===== src/rtl/mem_bus_arbiter.sv =====
// mem_bus_arbiter: shares the single rv32 memory bus between instruction
// fetch and data load/store. One transaction at a time, data before fetch,
// byte-lane steering on stores and sign-extended byte loads.
module mem_bus_arbiter (
    input  logic        clk,
    input  logic        nRst,

    input  logic        if_req,
    input  logic [31:0] if_addr,
    output logic [31:0] if_rdata,
    output logic        if_ack,

    input  logic        dm_read,
    input  logic        dm_write,
    input  logic        dm_byte,
    input  logic [31:0] dm_addr,
    input  logic [31:0] dm_wdata,
    output logic [31:0] dm_rdata,
    output logic        dm_ack,

    output logic        freeze,

    output logic [31:0] bus_addr,
    output logic [31:0] bus_wdata,
    output logic [3:0]  bus_sel,
    output logic        bus_ren,
    output logic        bus_wen,
    input  logic [31:0] bus_rdata,
    input  logic        bus_busy
);

    typedef enum logic [1:0] {
        IDLE,
        DATA,
        FETCH
    } state_t;

    state_t      state_q;
    logic [31:0] addr_q;
    logic [31:0] wdata_q;
    logic [3:0]  sel_q;
    logic        ren_q;
    logic        wen_q;
    logic [1:0]  lane_q;
    logic        byte_q;

    logic        dm_req;
    logic [3:0]  dm_sel;
    logic [31:0] dm_wdata_steered;
    logic [7:0]  load_byte;

    // Instruction addresses are always word aligned; the low bits carry nothing.
    logic        unused_if_addr_bits;
    assign unused_if_addr_bits = ^if_addr[1:0];

    assign dm_req = dm_read | dm_write;

    // Byte-lane enables and replicated store data for a data request.
    always_comb begin
        dm_sel           = 4'hF;
        dm_wdata_steered = dm_wdata;
        if (dm_byte) begin
            dm_sel           = 4'b0001 << dm_addr[1:0];
            dm_wdata_steered = {4{dm_wdata[7:0]}};
        end
    end

    // Sequencer: loads the bus registers on a grant and holds them until the bus is ready.
    always_ff @(posedge clk or negedge nRst) begin
        if (!nRst) begin
            state_q <= IDLE;
            addr_q  <= '0;
            wdata_q <= '0;
            sel_q   <= '0;
            ren_q   <= 1'b0;
            wen_q   <= 1'b0;
            lane_q  <= '0;
            byte_q  <= 1'b0;
        end else begin
            case (state_q)
                IDLE: begin
                    if (dm_req) begin
                        // A simultaneous read and write is treated as a store.
                        addr_q  <= {dm_addr[31:2], 2'b00};
                        wdata_q <= dm_wdata_steered;
                        sel_q   <= dm_sel;
                        ren_q   <= ~dm_write;
                        wen_q   <= dm_write;
                        lane_q  <= dm_addr[1:0];
                        byte_q  <= dm_byte;
                        state_q <= DATA;
                    end else if (if_req) begin
                        addr_q  <= {if_addr[31:2], 2'b00};
                        wdata_q <= '0;
                        sel_q   <= 4'hF;
                        ren_q   <= 1'b1;
                        wen_q   <= 1'b0;
                        state_q <= FETCH;
                    end else begin
                        ren_q <= 1'b0;
                        wen_q <= 1'b0;
                    end
                end
                DATA: begin
                    if (!bus_busy) begin
                        // A pending fetch goes straight out, skipping the idle gap.
                        if (if_req) begin
                            addr_q  <= {if_addr[31:2], 2'b00};
                            wdata_q <= '0;
                            sel_q   <= 4'hF;
                            ren_q   <= 1'b1;
                            wen_q   <= 1'b0;
                            state_q <= FETCH;
                        end else begin
                            ren_q   <= 1'b0;
                            wen_q   <= 1'b0;
                            state_q <= IDLE;
                        end
                    end
                end
                FETCH: begin
                    if (!bus_busy) begin
                        ren_q   <= 1'b0;
                        wen_q   <= 1'b0;
                        state_q <= IDLE;
                    end
                end
                default: begin
                    ren_q   <= 1'b0;
                    wen_q   <= 1'b0;
                    state_q <= IDLE;
                end
            endcase
        end
    end

    assign bus_addr  = addr_q;
    assign bus_wdata = wdata_q;
    assign bus_sel   = sel_q;
    assign bus_ren   = ren_q;
    assign bus_wen   = wen_q;

    assign if_ack = (state_q == FETCH) && !bus_busy;
    assign dm_ack = (state_q == DATA) && !bus_busy;

    assign if_rdata  = if_ack ? bus_rdata : '0;
    assign load_byte = bus_rdata[{lane_q, 3'b000} +: 8];

    // Load return: word passthrough or sign-extended byte lane; zero otherwise.
    always_comb begin
        dm_rdata = '0;
        if (dm_ack && !wen_q) begin
            if (byte_q) begin
                dm_rdata = {{24{load_byte[7]}}, load_byte};
            end else begin
                dm_rdata = bus_rdata;
            end
        end
    end

    assign freeze = (if_req & ~if_ack) | (dm_req & ~dm_ack);

endmodule


===== config.mk =====
export PLATFORM = sky130hd
export DESIGN_NAME = mem_bus_arbiter
export DESIGN_NICKNAME = d
export VERILOG_FILES = /design/src/rtl/mem_bus_arbiter.sv
export SDC_FILE = /design/constraint.sdc
export NUM_CORES = 1
export LEC_CHECK = 0
export CORE_MARGIN = 2
export CORE_UTILIZATION = 37
export DETAILED_ROUTE_END_ITERATION = 7
export PLACE_DENSITY_LB_ADDON = 0.08
export SYNTH_ARGS = -nofsm -noshare
export SYNTH_HDL_FRONTEND = slang
export SYNTH_SLANG_ARGS = --single-unit

===== constraint.sdc =====
create_clock -name clk -period 2 [get_ports clk]
set_input_delay 0.2 -clock clk [delete_from_list [all_inputs] [get_ports clk]]
set_output_delay 0.2 -clock clk [all_outputs]
set_load 0.02 [all_outputs]

==> impl_metrics.env <==
export IMPL_place_congestion=0.854
export IMPL_rsz0062_at_grt="yes"
export IMPL_switching_share_pct=40.0
export IMPL_maxCapViolations=0
export IMPL_grt_pass1_wl_um=24500
export IMPL_setup_slack_ns=0.0723
export IMPL_viasPerCell=5.29
export IMPL_cts_sinks=75
export IMPL_syn_inst=396
export IMPL_cts_made_buffers=9
export IMPL_cp_start_kind="flip-flop"
export IMPL_finalHoldViolCount=0
export IMPL_hp_class="primary input to flip-flop"
export IMPL_clkPwrFrac_pct=15.6
export IMPL_worstSkewPairLatency_ns=0.34
export IMPL_period_share_pct=96.4
export IMPL_grt_max_degree=39
export IMPL_setup_violations=0
export IMPL_path_class="flip-flop to primary output"
export IMPL_die_w_um=111
export IMPL_min_period_ns=1.93
export IMPL_start_util_pct=37.5
export IMPL_first_iter_violations=233
export IMPL_netlist_cell_type_count=36
export IMPL_die_area_mm2=0.0123
export IMPL_final_common_cell="clkdlybuf4s50_1"
export IMPL_internal_power_uw=6340
export IMPL_layout_nets=810
export IMPL_status="finished clean"
export IMPL_cp_data_required_time_ns=1.80
export IMPL_pin_count=272
export IMPL_nFillCells=928
export IMPL_cts_tree="built"
export IMPL_coreArea_mm2=0.0113
export IMPL_dp_cells=802
export IMPL_grt_overflow=0
export IMPL_switchingPower_uw=4230
export IMPL_via_count=4336
export IMPL_synth_area_mm2=0.00422
export IMPL_synth_seq_area_share_pct=44.5
export IMPL_dieHeight_um=111
export IMPL_pwr_share_comb_pct=59.5
export IMPL_first_global_vias=4498
export IMPL_post_cts_buffers=0
export IMPL_port_buffers=269
export IMPL_power_total_uw=10600
export IMPL_max_slew_worst_pin_slew_ns=0.514
export IMPL_cts_buffer_depth=2
export IMPL_first_pass_iters=4
export IMPL_instances_no_fill=819
export IMPL_syn2layout_area_growth_pct=74.5
export IMPL_worstPathMaxFanout=34
export IMPL_layout_common_cells="200 x clkdlybuf4s50_1, 75 x dfrtp_1, 46 x buf_4, 35 x and2_1, 34 x mux2i_1"
export IMPL_post_place_ws_ns=-0.159
export IMPL_drt_wl_total_um=15300
export IMPL_synth_fp_nets=535
export IMPL_post_drt_wl_per_cell_um=18.7
export IMPL_rows=39
export IMPL_cp_end_kind="primary output"
export IMPL_power_density_mw_per_mm2=1430
export IMPL_skew_ns=0.00629
export IMPL_seq_power_share_pct=24.9
export IMPL_dp_hpwl_um=11200
export IMPL_maxSlewHeadroom_pct=65.7
export IMPL_leakage_uw=0.00315
export IMPL_grt_antenna_before_repair=0
export IMPL_ys_ff_latch=75
export IMPL_n_antenna_cell=0
export IMPL_clkSlewWorstSetupHoldPaths_ns=0.06
export IMPL_irDropWorstVdd_uv=912
export IMPL_drive_above_1_share_pct=24.4
export IMPL_drc=0
export IMPL_h_tree_depth=3
export IMPL_synth_warning_count=0
export IMPL_fmax_mhz=519
export IMPL_slew_viol_final=0
export IMPL_arrival_ns=1.73
export IMPL_syn_avg_cell_area_um2=10.7
export IMPL_gr_usage_all_layers_pct=24.7
export IMPL_cts_root_buf="clkbuf_16"
export IMPL_final_antenna_net_count=0
-- final timing paths --
path | startpoint | end | slack, ns | cells past startpoint
max in group asynchronous | nRst | bus_wdata[3]$_DFFE_PN0P_ | 1.03 | 3
setup reg to reg | state_q[0]$_DFFE_PN0P_ | bus_addr[11]$_DFFE_PN0P_ | 0.19 | 7
setup / recovery | state_q[0]$_DFFE_PN0P_ | if_rdata[14] | 0.07 | 6
min in group asynchronous | nRst | bus_addr[16]$_DFFE_PN0P_ | 0.38 | 2
hold / removal | dm_byte | byte_q$_DFFE_PN0P_ | 0.15 | 2
hold reg to reg | bus_ren$_DFFE_PN0P_ | bus_ren$_DFFE_PN0P_ | 0.48 | 1
-- worst max-delay path, cell delays in order (launching register included) --
cell and delay [ns]:
dfrtp_1 0.38, inv_1 0.08, ha_1 0.18, nor2b_4 0.17
buf_12 0.17, and2_1 0.14, clkdlybuf4s15_2 0.26
-- layer usage --
metal	track usage [%]	part of all wire, %	vias up
li1	-	-	2025
met1	29.4	40	2107
met3	8.53	8.3	24
met5	0	0	-
met2	42.5	50	180
met4	7.17	2.1	0
-- area by class of cell --
type / count / area [um^2] / share of cell area [%]
inverters: 3 / 11.3 / 0.153
well taps: 143 / 179 / 2.43
clock inverters: 6 / 65.1 / 0.883
repair buffers: 300 / 2790 / 37.8
multi-input cells: 282 / 2210 / 30.0
flip-flops and latches: 75 / 1880 / 25.5
clock buffers: 10 / 239 / 3.24
-- sequential cells by signal, summed over array words and instances (netlist names) --
register / cells
bus_sel: 4
byte_q: 1
lane_q: 2
state_q: 2
bus_ren: 1
bus_wdata: 32
bus_addr: 32
bus_wen: 1
-- power by group through the flow --
| stage | Sequential (uW) | Combinational [uW] | Clock, uW |
|---|---|---|---|
| floorplan | 3350 | 2800 | 0 |
| global placement | 2610 | 6260 | 0 |
| detailed placement | 2630 | 6370 | 0 |
| CTS | 2630 | 6250 | 1690 |
| global route | 2730 | 6710 | 1750 |
| finish | 2630 | 6290 | 1650 |
-- timing repair --
item,4_1_cts,5_1_grt
hold buffers,1,0
endpoints found under the setup margin,67,68
endpoints found under the hold margin,37,0
gates resized for setup,217,65
-- kinds of logic after synthesis --
| logic type | after synthesis | synth area share (%) |
|---|---|---|
| mux | 37 | 8.86 |
| fa+ha+maj | 4 | 1.19 |
| simple gates | 116 | 16.9 |
| compound gates | 125 | 23.8 |
| buf+inv | 39 | 4.80 |
| flops | 75 | 44.5 |
-- synth_stat cells --
library cell  number  area, um^2
dfrtp_1           75        1880
and2_1            35         219
mux2i_1           34         340
a21oi_1           33         165
o2bb2ai_1         31         272
nand2b_1          30         188
or3_1             30         188
o221a_2           28         315
clkbuf_1          18        67.6
buf_2             12        60.1
a22o_1             8        70.1
o21ai_0            7        35.0
nand2_1            6        22.5
o22a_1             6        52.6
buf_6              5        56.3
ha_1               4        50.1
nor2b_1            4        25.0
inv_1              3        11.3
mux2_2             3        33.8
nand3_1            3        15.0
o22ai_1            3        18.8
nor2_1             2        7.51
o21a_1             2        15.0
o221a_1            2        22.5
a211oi_1           1        7.51
a21boi_0           1        7.51
a21o_1             1        7.51
buf_4              1        7.51
nor2_2             1        6.26
nor2b_2            1        8.76
nor3_2             1        10.0
nor3b_1            1        7.51
nor4b_1            1        8.76
o21ai_1            1        5.00
o22ai_2            1        12.5
or2_2              1        6.26
-- metrics by stage --
step	instance area, um^2	util (%)	TNS [ns]	hold slack (ns)
final	7370	65.4	0	0.146
after detailed placement	7230	64.1	-6.16	0.211
after global routing	7370	65.4	-0.0453	0.172
after global placement	7230	64.1	-5.24	0.209
after CTS	7400	65.7	0	0.140
after floorplan	4220	-	-0.0854	-0.0956
Power figures use the tool's default switching activity.
==> RTL edit: new RTL, config.mk and constraints unchanged <==
The 3 states of `state_t` get a one-hot encoding in 3 bits.
--- a/src/rtl/mem_bus_arbiter.sv
+++ b/src/rtl/mem_bus_arbiter.sv
@@ -30,8 +30,8 @@
 );
 
-    typedef enum logic [1:0] {
-        IDLE,
-        DATA,
-        FETCH
+    typedef enum logic [2:0] {
+        IDLE  = 3'b001,
+        DATA  = 3'b010,
+        FETCH = 3'b100
     } state_t;
 
Formal check against the unedited RTL: same outputs for any inputs over 4 cycles, from zero or initial values and one cycle with nRst low; so few cycles prove little.
==> RTL edit against the original RTL <==
The flow now finishes with violations (negative setup slack); setup slack worse by 0.23 ns; synthesized area up 3.7%; wire length up 1.7%; design area up 7.4%; sequential power up 3%; via count up 3.0%; clock skew about the same; clock power down 7%; first-iteration DRC count down 28%; synthesized cell count up 4.5%; final cell count up 3.4%; total power up 4.1%; sequential cell count up 1; largest power group unchanged.
==> RTL edit: results (changes against the original RTL) <==
Final layout
  • Share of cells above drive strength 1: 27.0% (+2.6 points)
  • Fillers: 894 (-3.7%)
  • Layout Nets: 834 (+3.0%)
  • Diode count: 0 (unchanged)

Outcome
  • Status: complete, but fails checks
  • Failing checks: negative setup slack

Routing
  • Drt initial violations: 168 (-28%)
  • Drt pass-1 iters: 4 (unchanged)
  • DR vias/cell: 5.27 (-0.43%)
  • Routed wire length: 15.6 mm (+1.7%)

STA
  • Worst-Margin Slew: 0.477 ns (-0.0372 ns)
  • Final setup viols: 51 (+51)
  • Layout Skew: 0.00617 ns (-0.000123 ns)
  • Final worst slack: -0.156 ns (-0.228 ns)
  • Setup TNS: -4.13 ns (-4.13 ns)

Critical path
  • CP Launch Point: state_q[0]
  • Crit path capture: dm_rdata[27]
  • Max FO, Critical Path: 12 (-65%)
  • R2r setup slk: 0.08 ns (-0.11 ns)
  • R2r endpoint: bus_addr[6]
  • Worst EP arrival: 1.96 ns (+0.23 ns)

Synthesis
  • Area contributors post-synth: dfrtp_1 (43%), a2bb2oi_2 (10%), mux2i_1 (7.1%), and2_1 (5.0%), o2bb2ai_1 (4.8%)
  • Distinct cell type count after synthesis: 40 (+11%)
  • Commonest cells in the netlist: dfrtp_1 (75), a21oi_1 (36), and2_1 (35)
  • Seq/Total Area, Yosys: 43.5% (-1.0 points)
  • Synthesized Nets: 549 (+2.6%)
  • Ys flop type: dfrtp_1
  • Ys Warns: 0 (unchanged)

GRT
  • Largest net degree at the start of global routing: 44 (+13%)
  • Overall routing resource usage: 23.4% (-1.3 points)
  • First-pass GRT wire length: 23.7 mm (-3.4%)
  • Vias in the first global route: 4495 (-0.067%)

Clock network
  • Reg clk slew, reported paths: 0.06 ns (about the same)
  • Insertion delay to the later sink of the worst-skew pair: 0.33 ns
  • CTS buffer count: 9 (unchanged)
  • H-tree depth: 3 (unchanged)

Place
  • DP HPWL: 11.5 mm (+2.5%)
  • GP Congestion: 0.824 (-3.6%)
  • Pre-CTS setup slack: -0.292 ns (-0.133 ns)

Pwr
  • Leak: 3.28 nW (+4.0%)
  • Max VDD drop: 0.00108 V (+18%)

Worst hold path
  • Min-Delay Path Class: input port to async pin
[RTL edit: kinds of logic (layout without fill, tap and decap cells)]
family	after synthesis	count (layout)	synth area share (%)
AOI/OAI and AO/OA	162	162	30.5
buffers and inverters	45	335	5.00
DFF	76	76	43.5
muxes	34	34	8.11
and+or+nand+nor	97	97	12.9
[RTL edit: through the flow]
stage / cells / instance area, um2 / power (mW)
finish: 847 / 7920 / 11.0
global route: 847 / 7920 / 11.6
CTS: 841 / 7760 / 11.0
detailed placement: 824 / 7460 / 9.31
global placement: 824 / 7460 / 9.17
floorplan: 414 / 4380 / 6.46
[RTL edit: worst min path at each step]
stage / startpoint / end / slack (ns) / depth (start not counted)
3_5_place_dp: nRst / bus_addr[21] / 0.19 / 1
5_1_grt: nRst / bus_addr[21] / 0.40 / 2
6_report: nRst / bus_addr[21] / 0.36 / 2
2_1_floorplan: nRst / bus_addr[0] / -0.1 / 0
3_3_place_gp: nRst / bus_addr[21] / 0.18 / 1
4_1_cts: nRst / bus_addr[21] / 0.37 / 2
[RTL edit: report_power, final]
part	internal, mW	switching, mW	leakage, nW
combinational	3.43	3.32	2.24
clock	0.909	0.625	0.136
sequential	2.26	0.452	0.897
[RTL edit: layout make-up]
class / count / area [um2] / area share, %
clock buffer: 13 / 260 / 3.29
inverter: 6 / 22.5 / 0.285
timing repair buffer: 313 / 3150 / 39.8
clock inverter: 3 / 21.3 / 0.269
tap: 143 / 179 / 2.26
sequential: 76 / 1900 / 24.0
multi-input combinational: 293 / 2380 / 30.1
[RTL edit: timing repair]
item	4_1_cts	5_1_grt
setup endpoints to repair	67	57
cloned	0	3
pin swaps	0	2
hold buffers	1	0
resized for setup	294	25
hold endpoints to repair	32	0
buffers inserted	0	3
[RTL edit: per-layer routing]
metal / GRT usage, % / wire, um
met1: 28.5 / 6260
met2: 39.8 / 7830
met3: 7.28 / 1210
met4: 7.24 / 267
met5: 0 / 0
[RTL edit: critical path, stage by stage (launching register included)]
cell and delay (ns):
dfstp_2 0.37, or3b_4 0.40, or3_4 0.38, clkbuf_16 0.20, a21oi_2 0.14, buf_6 0.14
